## src/rtl/s2p_deser_pkg.sv

```systemverilog
// s2p_deser shared types and constants.
// FSM state encoding and default word width.
package s2p_deser_pkg;

  localparam int DEF_WIDTH = 4;

  typedef enum logic {
    IDLE    = 1'b0,
    COLLECT = 1'b1
  } state_t;

endpackage

```

## src/rtl/s2p_deser_if.sv

```systemverilog
// s2p_deser serial-in / word-out bundle.
// master: upstream + consumer side, slave: deserializer.
interface s2p_deser_if
  import s2p_deser_pkg::*;
#(
  parameter int WIDTH = DEF_WIDTH
);

  logic                     sin;
  logic                     sin_en;
  logic                     clr;
  logic [WIDTH-1:0]         dout;
  logic                     dout_valid;
  logic                     dout_ready;
  logic                     overrun;
  logic                     busy;
  logic [$clog2(WIDTH)-1:0] bit_cnt;

  modport master (
    output sin, sin_en, clr, dout_ready,
    input  dout, dout_valid, overrun,
    input  busy, bit_cnt
  );

  modport slave (
    input  sin, sin_en, clr, dout_ready,
    output dout, dout_valid, overrun,
    output busy, bit_cnt
  );

endinterface

```

## src/rtl/s2p_deser_ctrl.sv

```systemverilog
// s2p_deser control: IDLE/COLLECT FSM and bit counter.
// done flags the edge that completes a word.
module s2p_deser_ctrl
  import s2p_deser_pkg::*;
#(
  parameter int WIDTH = DEF_WIDTH
) (
  input  logic                     clk,
  input  logic                     rst_n,
  input  logic                     sin_en,
  input  logic                     clr,
  output logic [$clog2(WIDTH)-1:0] bit_cnt,
  output logic                     busy,
  output logic                     done
);

  localparam int CW = $clog2(WIDTH);
  localparam logic [CW-1:0] LAST = CW'(WIDTH - 1);

  state_t state;

  assign done = sin_en && !clr && (bit_cnt == LAST);

  // state, counter and registered busy advance on each qualified bit
  always_ff @(posedge clk or negedge rst_n) begin
    if (!rst_n) begin
      state   <= IDLE;
      bit_cnt <= '0;
      busy    <= 1'b0;
    end else if (clr) begin
      state   <= IDLE;
      bit_cnt <= '0;
      busy    <= 1'b0;
    end else if (sin_en) begin
      unique case (state)
        IDLE: begin
          state   <= COLLECT;
          bit_cnt <= CW'(1);
          busy    <= 1'b1;
        end
        COLLECT: begin
          if (bit_cnt == LAST) begin
            state   <= IDLE;
            bit_cnt <= '0;
            busy    <= 1'b0;
          end else begin
            bit_cnt <= bit_cnt + CW'(1);
          end
        end
      endcase
    end
  end

endmodule

```

## src/rtl/s2p_deser.sv

```systemverilog
// s2p_deser top: shift register and output word register.
// A completed word loads dout on its final bit edge.
module s2p_deser
  import s2p_deser_pkg::*;
#(
  parameter int WIDTH     = DEF_WIDTH,
  parameter bit MSB_FIRST = 1'b1
) (
  input logic        clk,
  input logic        rst_n,
  s2p_deser_if.slave bus
);

  logic [WIDTH-1:0] sreg;
  logic [WIDTH-1:0] nxt;
  logic             done;

  s2p_deser_ctrl #(
    .WIDTH(WIDTH)
  ) u_ctrl (
    .clk    (clk),
    .rst_n  (rst_n),
    .sin_en (bus.sin_en),
    .clr    (bus.clr),
    .bit_cnt(bus.bit_cnt),
    .busy   (bus.busy),
    .done   (done)
  );

  assign nxt = MSB_FIRST ? {sreg[WIDTH-2:0], bus.sin}
                         : {bus.sin, sreg[WIDTH-1:1]};

  // partial word shift plus output handshake and overrun tracking
  always_ff @(posedge clk or negedge rst_n) begin
    if (!rst_n) begin
      sreg           <= '0;
      bus.dout       <= '0;
      bus.dout_valid <= 1'b0;
      bus.overrun    <= 1'b0;
    end else if (bus.clr) begin
      sreg           <= '0;
      bus.dout_valid <= 1'b0;
      bus.overrun    <= 1'b0;
    end else begin
      if (bus.sin_en) begin
        sreg <= done ? '0 : nxt;
      end
      if (done) begin
        if (!bus.dout_valid || bus.dout_ready) begin
          bus.dout       <= nxt;
          bus.dout_valid <= 1'b1;
        end else begin
          bus.overrun <= 1'b1;
        end
      end else if (bus.dout_valid && bus.dout_ready) begin
        bus.dout_valid <= 1'b0;
      end
    end
  end

endmodule

```

## src/flat_wrapper.sv

```systemverilog
// flat-port wrapper written by rule: the top's interface ports become plain ports
module s2p_deser_flat import s2p_deser_pkg::*;
#(
  parameter int WIDTH     = DEF_WIDTH,
  parameter bit MSB_FIRST = 1'b1
)
  (clk, rst_n, bus_sin, bus_sin_en, bus_clr, bus_dout_ready, bus_dout, bus_dout_valid, bus_overrun, bus_busy, bus_bit_cnt);
  s2p_deser_if #(.WIDTH(WIDTH)) bus_i ();
  input logic clk;
  input logic rst_n;
  input wire logic [$bits(bus_i.sin)-1:0] bus_sin;
  input wire logic [$bits(bus_i.sin_en)-1:0] bus_sin_en;
  input wire logic [$bits(bus_i.clr)-1:0] bus_clr;
  input wire logic [$bits(bus_i.dout_ready)-1:0] bus_dout_ready;
  output wire logic [$bits(bus_i.dout)-1:0] bus_dout;
  output wire logic [$bits(bus_i.dout_valid)-1:0] bus_dout_valid;
  output wire logic [$bits(bus_i.overrun)-1:0] bus_overrun;
  output wire logic [$bits(bus_i.busy)-1:0] bus_busy;
  output wire logic [$bits(bus_i.bit_cnt)-1:0] bus_bit_cnt;
  assign bus_i.sin = bus_sin;
  assign bus_i.sin_en = bus_sin_en;
  assign bus_i.clr = bus_clr;
  assign bus_i.dout_ready = bus_dout_ready;
  assign bus_dout = bus_i.dout;
  assign bus_dout_valid = bus_i.dout_valid;
  assign bus_overrun = bus_i.overrun;
  assign bus_busy = bus_i.busy;
  assign bus_bit_cnt = bus_i.bit_cnt;
  s2p_deser #(.WIDTH(WIDTH), .MSB_FIRST(MSB_FIRST)) u_core (.clk(clk), .rst_n(rst_n), .bus(bus_i));
endmodule
```

## config.mk

```make
export PLATFORM = sky130hd
export DESIGN_NAME = s2p_deser_flat
export DESIGN_NICKNAME = d
export VERILOG_FILES = /design/src/rtl/s2p_deser_pkg.sv /design/src/rtl/s2p_deser_if.sv /design/src/rtl/s2p_deser_ctrl.sv /design/src/rtl/s2p_deser.sv /design/src/flat_wrapper.sv
export SDC_FILE = /design/constraint.sdc
export NUM_CORES = 1
export LEC_CHECK = 0
export ABC_AREA = 1
export CAP_MARGIN = 20
export CORE_AREA = 2 2 39 41
export CTS_BUF_LIST = sky130_fd_sc_hd__clkbuf_4 sky130_fd_sc_hd__clkbuf_8
export DETAILED_ROUTE_END_ITERATION = 7
export DIE_AREA = 0 0 41 43
export GPL_TIMING_DRIVEN = 0
export HOLD_SLACK_MARGIN = 0.02
export PLACE_DENSITY_LB_ADDON = 0.08
export SYNTH_ARGS = -nofsm -noshare
export SYNTH_HDL_FRONTEND = slang
export SYNTH_SLANG_ARGS = --single-unit
```

## constraint.sdc

```tcl
create_clock -name clk -period 2.6 [get_ports clk]
set_input_delay 0.52 -clock clk [delete_from_list [all_inputs] [get_ports clk]]
set_output_delay 0.52 -clock clk [all_outputs]
set_load 0.02 [all_outputs]
```

==> out/qor.txt, run 1 <==
antenna diode count = 0
final design utilization = 54.4%
Layout Nets = 88
design area = 753 um^2
fraction of layout cells with a size suffix above 1 = 8.75%
#FFs+latches synth = 13
H-tree levels = 1
library cells used by synthesis = 11
Setup Skew = 0.00379 ns
placed cells = 92
period utilization = 70.1%
clk root buf = clkbuf_4
GPL Wtd Cong = 0.753
overall routed net length = 1110 um
Area Overhead vs Synth = 33.8%
Crit path max-delay family = buffers and inverters
outcome = completed
remaining antenna violation count after routing = 0
initial antenna violation count = 0
Max Cap Violations = 0
Fin. Hold Viols = 0
gr usage total = 15.6%
crit-path max FO = 4
Post-Syn Nets = 69
IO Port Bufs = 14
vias in the first global route = 405
Hold Path Class = reg2reg
Power Density = 530 nW/um^2
Placement Cell Area = 723 um^2
largest net degree at the start of global routing = 14
fillers = 136
Cells after Synth = 62
Peak supply drop = 0.257 mV
Wirelength per Cell = 11.6 um
unrepaired setup endpoints after global routing = no
die height = 43 um
Core Box Area = 1380 um^2
YS warnings = 0
Worst-path clk slew = 0.08 ns
Starting Density = 40.7%
critical path class = reg2out
worst path bufs/invs = 1
fin. max-slew vios = 0
fin cells = 96
Final setup viols = 0
# DRC = 0
most common cell after layout, fill and taps aside = nand2_1
Achievable Freq = 549 MHz
Die Span X = 41 um
Ports = 15
fin crit period = 1.82 ns
GR Overflow Total = 0
commonest cells after routing, fill and taps aside = nand2_1, clkdlybuf4s50_1, dfrtp_1
Worst Max-Slew Pin Slew = 0.586 ns
total CTS buffers = 3
cts hold-fix bufs = 0
CTS Buffer Depth = 2
Post-CTS Setup Inserts = 0
CTS tree = yes
worst path cell trace = clkdlybuf4s50_1
Post-CTS Resized = 0
CP required = 2.08 ns
Rows = 14
Startpoint Class = register
first-pass GRT wire length = 1830 um
synthesized area = 563 um^2
DP Wirelength = 773 um
CP arrival = 1.30 ns
static leakage = 0.375 nW
Iteration-0 DRC Markers = 7
DR vias/cell = 4.92
clock sinks = 13
CP endpoint kind = output pin
sequential element share of the synthesized area = 57.8%
first-pass iteration count of the detailed router = 3
DR vias = 472
CP max-delay cell = clkdlybuf4s50_1
total negative slack = 0 ns
CP peak stage delay = 0.62 ns
worst skew pair latency = 0.27 ns
Rel. slew slack = 60.8%
Die Area = 1760 um^2
syn avg cell area = 9.08 um^2
worst paths after layout:
| path | startpoint | end | slack, ns | cells after the start |
|---|---|---|---|---|
| max in group asynchronous | rst_n | u_core.bus.dout[3] | 1.60 | 1 |
| hold reg to reg | u_core.bus.dout[1] | u_core.bus.dout[1] | 0.48 | 2 |
| setup reg to reg | u_core.u_ctrl.bit_cnt[0] | u_core.u_ctrl.busy | 1.41 | 4 |
| hold / removal | u_core.bus.dout[1] | u_core.bus.dout[1] | 0.48 | 2 |
| min in group asynchronous | rst_n | u_core.bus.dout_valid | 0.61 | 1 |
| setup / recovery | u_core.u_ctrl.bit_cnt[0] | bus_bit_cnt[0] | 0.78 | 1 |
state kept, by name (all words and copies together), names as in the netlist:
signal                 flops
u_core.bus.dout            4
u_core.bus.dout_valid      1
u_core.bus.overrun         1
u_core.sreg                3
u_core.u_ctrl.bit_cnt      2
u_core.u_ctrl.busy         1
u_core.u_ctrl.state        1
synthesized netlist by cell type:
cell type	instances	area share (%)
a21oi_1	1	0.89
nand4_1	4	4.4
nor2_4	1	2.0
nand3_1	11	9.8
inv_2	1	0.67
inv_1	4	2.7
dfrtp_1	13	58
buf_6	1	2.0
o21ai_0	4	3.6
nand2_1	21	14
ha_1	1	2.2
final cells by class:
| cell class | count | area (um^2) | share of cell area, % |
|---|---|---|---|
| plain buffers | 1 | 11.3 | 1.50 |
| clock buffers | 4 | 30.0 | 3.99 |
| inverters | 5 | 18.8 | 2.49 |
| multi-input cells | 43 | 208 | 27.6 |
| flip-flops and latches | 13 | 325 | 43.2 |
| well taps | 16 | 20.0 | 2.66 |
| repair buffers | 14 | 140 | 18.6 |
per-layer routing:
layer	share of wire [%]	global-route usage (%)
met4	0	8.00
met1	51	23.3
met5	0	0
met2	45	20.6
met3	3.9	3.14
through the flow:
stage	hold slack, ns	setup slack (ns)	power, mW
6_report	0.476	0.778	0.399
5_1_grt	0.504	0.729	0.421
4_1_cts	0.480	0.764	0.405
3_5_place_dp	0.460	0.944	0.267
3_3_place_gp	0.454	0.962	0.266
2_1_floorplan	0.224	1.43	0.241
cell families (layout without fill, tap and decap cells):
family	Yosys count	count (layout)	synth area share, %
AOI/OAI and AO/OA	5	5	4.44
adders and majority gates	1	1	2.22
and+or+nand+nor	37	37	30.2
buffers and inverters	6	24	5.33
DFF	13	13	57.8
report_power, final:
part	internal (mW)	switching, mW	total [mW]
Combinational	0.0215	0.0257	0.0473
Clock	0.0698	0.0666	0.136
Sequential	0.209	0.00615	0.216
Total	0.301	0.0984	0.399
Power figures use the tool's default switching activity.
==> run 2: changes to the inputs <==
CORE_AREA = not set   (was 2 2 39 41)
CORE_UTILIZATION = 43   (was not set)
DIE_AREA = not set   (was 0 0 41 43)
clock period = 1.6 ns   (was 2.6 ns; I/O delays follow)
==> run 2 against run 1 <==
Against the previous run: global-route usage up 2.7 points; clock skew rose by 0.0013 ns; critical endpoint is now bus_overrun; register-to-register slack worse by 0.99 ns; largest cell class unchanged; clock power up 60%; utilization is 11 points higher; setup slack got worse by 0.72 ns; die area fell by 17%; power is 60% higher.
==> out/qor.txt, run 2 (same netlist as run 1, synthesis figures left out) <==
outcome = completed
Achievable Freq = 650 MHz
Rel. slew slack = 61.5%
fraction of layout cells with a size suffix above 1 = 8.75%
fin. max-slew vios = 0
Max Cap Violations = 0
Crit path max-delay family = buffers and inverters
Iteration-0 DRC Markers = 9
worst path cell trace = clkdlybuf4s50_1
total CTS buffers = 3
gr usage total = 18.3%
R2R cell count = 4
Ports = 15
largest net degree at the start of global routing = 14
instance count on the critical path = 1
CP endpoint kind = output pin
Starting Density = 48.7%
Startpoint Class = register
Power Density = 852 nW/um^2
CP arrival = 1.22 ns
DP Wirelength = 720 um
period utilization = 96.2%
Die Area = 1460 um^2
IO Port Bufs = 14
initial antenna violation count = 0
final design utilization = 65.0%
Post-CTS Setup Inserts = 0
DR vias/cell = 5.03
commonest cells after routing, fill and taps aside = nand2_1, dfrtp_1, clkdlybuf4s50_1
# DRC = 0
CTS Buffer Depth = 2
DR vias = 473
total negative slack = 0 ns
first-pass GRT wire length = 1770 um
most common cell after layout, fill and taps aside = nand2_1
Rows = 12
Reg with most FFs = u_core.bus.dout
Largest register FFs = 4
vias in the first global route = 396
Final setup viols = 0
Regs by FF count = u_core.bus.dout: 4 flops, u_core.sreg: 3 flops, u_core.u_ctrl.bit_cnt: 2 flops
Fin. Hold Viols = 0
static leakage = 0.396 nW
sequential cell area = 325 um^2
Peak supply drop = 0.429 mV
fin crit period = 1.54 ns
unrepaired setup endpoints after global routing = no
overall routed net length = 989 um
clk root buf = clkbuf_4
crit-path max FO = 2
CP required = 1.28 ns
cts hold-fix bufs = 0
Core Box Area = 1160 um^2
Worst Max-Slew Pin Slew = 0.576 ns
GR Overflow Total = 0
CP peak stage delay = 0.60 ns
die height = 38.2 um
GPL Wtd Cong = 0.796
Setup Skew = 0.00512 ns
fillers = 104
Hold Path Class = in2async
antenna diode count = 0
Wirelength per Cell = 10.5 um
H-tree levels = 1
worst skew pair latency = 0.27 ns
critical path class = reg2out
first-pass iteration count of the detailed router = 4
Layout Nets = 88
clock sinks = 13
Area Overhead vs Synth = 33.6%
worst path bufs/invs = 1
Worst-path clk slew = 0.08 ns
Die Span X = 38.2 um
Multi-input gate area = 208 um^2
CP max-delay cell = clkdlybuf4s50_1
remaining antenna violation count after routing = 0
CTS tree = yes
[run 2: changes by cell type in the layout (fill, tap and decap cells not counted)]
cell,previous run,this run
clkdlybuf4s50_1,14,12
dlymetal6s2s_1,0,1
dlygate4sd2_1,0,1
[run 2: power by group]
| group | internal [mW] | total [mW] | switching [mW] |
|---|---|---|---|
| sequential | 0.340 | 0.349 | 0.00896 |
| clock | 0.113 | 0.217 | 0.103 |
| combinational | 0.0334 | 0.0747 | 0.0414 |
| total | 0.487 | 0.641 | 0.154 |
[run 2: path summary, 6_finish.rpt]
check / slack, ns / to / from
worst max-delay path: 0.06 / bus_overrun / u_core.bus.overrun
min in group clk: 0.47 / u_core.bus.dout[0] / u_core.bus.dout[0]
max in group asynchronous: 0.81 / u_core.sreg[1] / rst_n
worst min-delay path: 0.41 / u_core.bus.overrun / rst_n
worst min register to register: 0.47 / u_core.bus.dout[0] / u_core.bus.dout[0]
worst max register to register: 0.42 / u_core.u_ctrl.state / u_core.u_ctrl.bit_cnt[0]
[run 2: area by class of cell]
cell class              count  area share (%)
repair buffers             14            18.8
inverters                   5            2.50
plain buffers               1            1.50
multi-input cells          43            27.6
clock buffers               4            3.99
well taps                  14            2.33
flip-flops and latches     13            43.3
[run 2: through the flow]
stage / hold WS, ns / instance area (um^2) / std cells / power (mW) / worst slack [ns]
floorplan: 0.0244 / 563 / 62 / 0.391 / 0.431
global placement: 0.453 / 721 / 90 / 0.432 / 0.170
detailed placement: 0.458 / 721 / 90 / 0.433 / 0.146
CTS: 0.431 / 749 / 94 / 0.645 / 0.0170
global route: 0.472 / 752 / 94 / 0.671 / 0.00268
finish: 0.411 / 752 / 94 / 0.641 / 0.0608
[run 2: layer usage]
metal | wire (um) | track usage, % | up-vias | part of all wire, %
met2 | 404 | 24.6 | 17 | 41
li1 | - | - | 245 | -
met1 | 505 | 25.8 | 207 | 51
met5 | 0 | 0 | - | 0
met4 | 21 | 10.7 | 0 | 2.1
met3 | 58 | 5.23 | 4 | 5.9
[run 2: repair_timing]
item	in CTS	in global routing
hold endpoints to repair	0	0
gates resized for setup	1	1
setup endpoints to repair	1	1
cloned	0	0
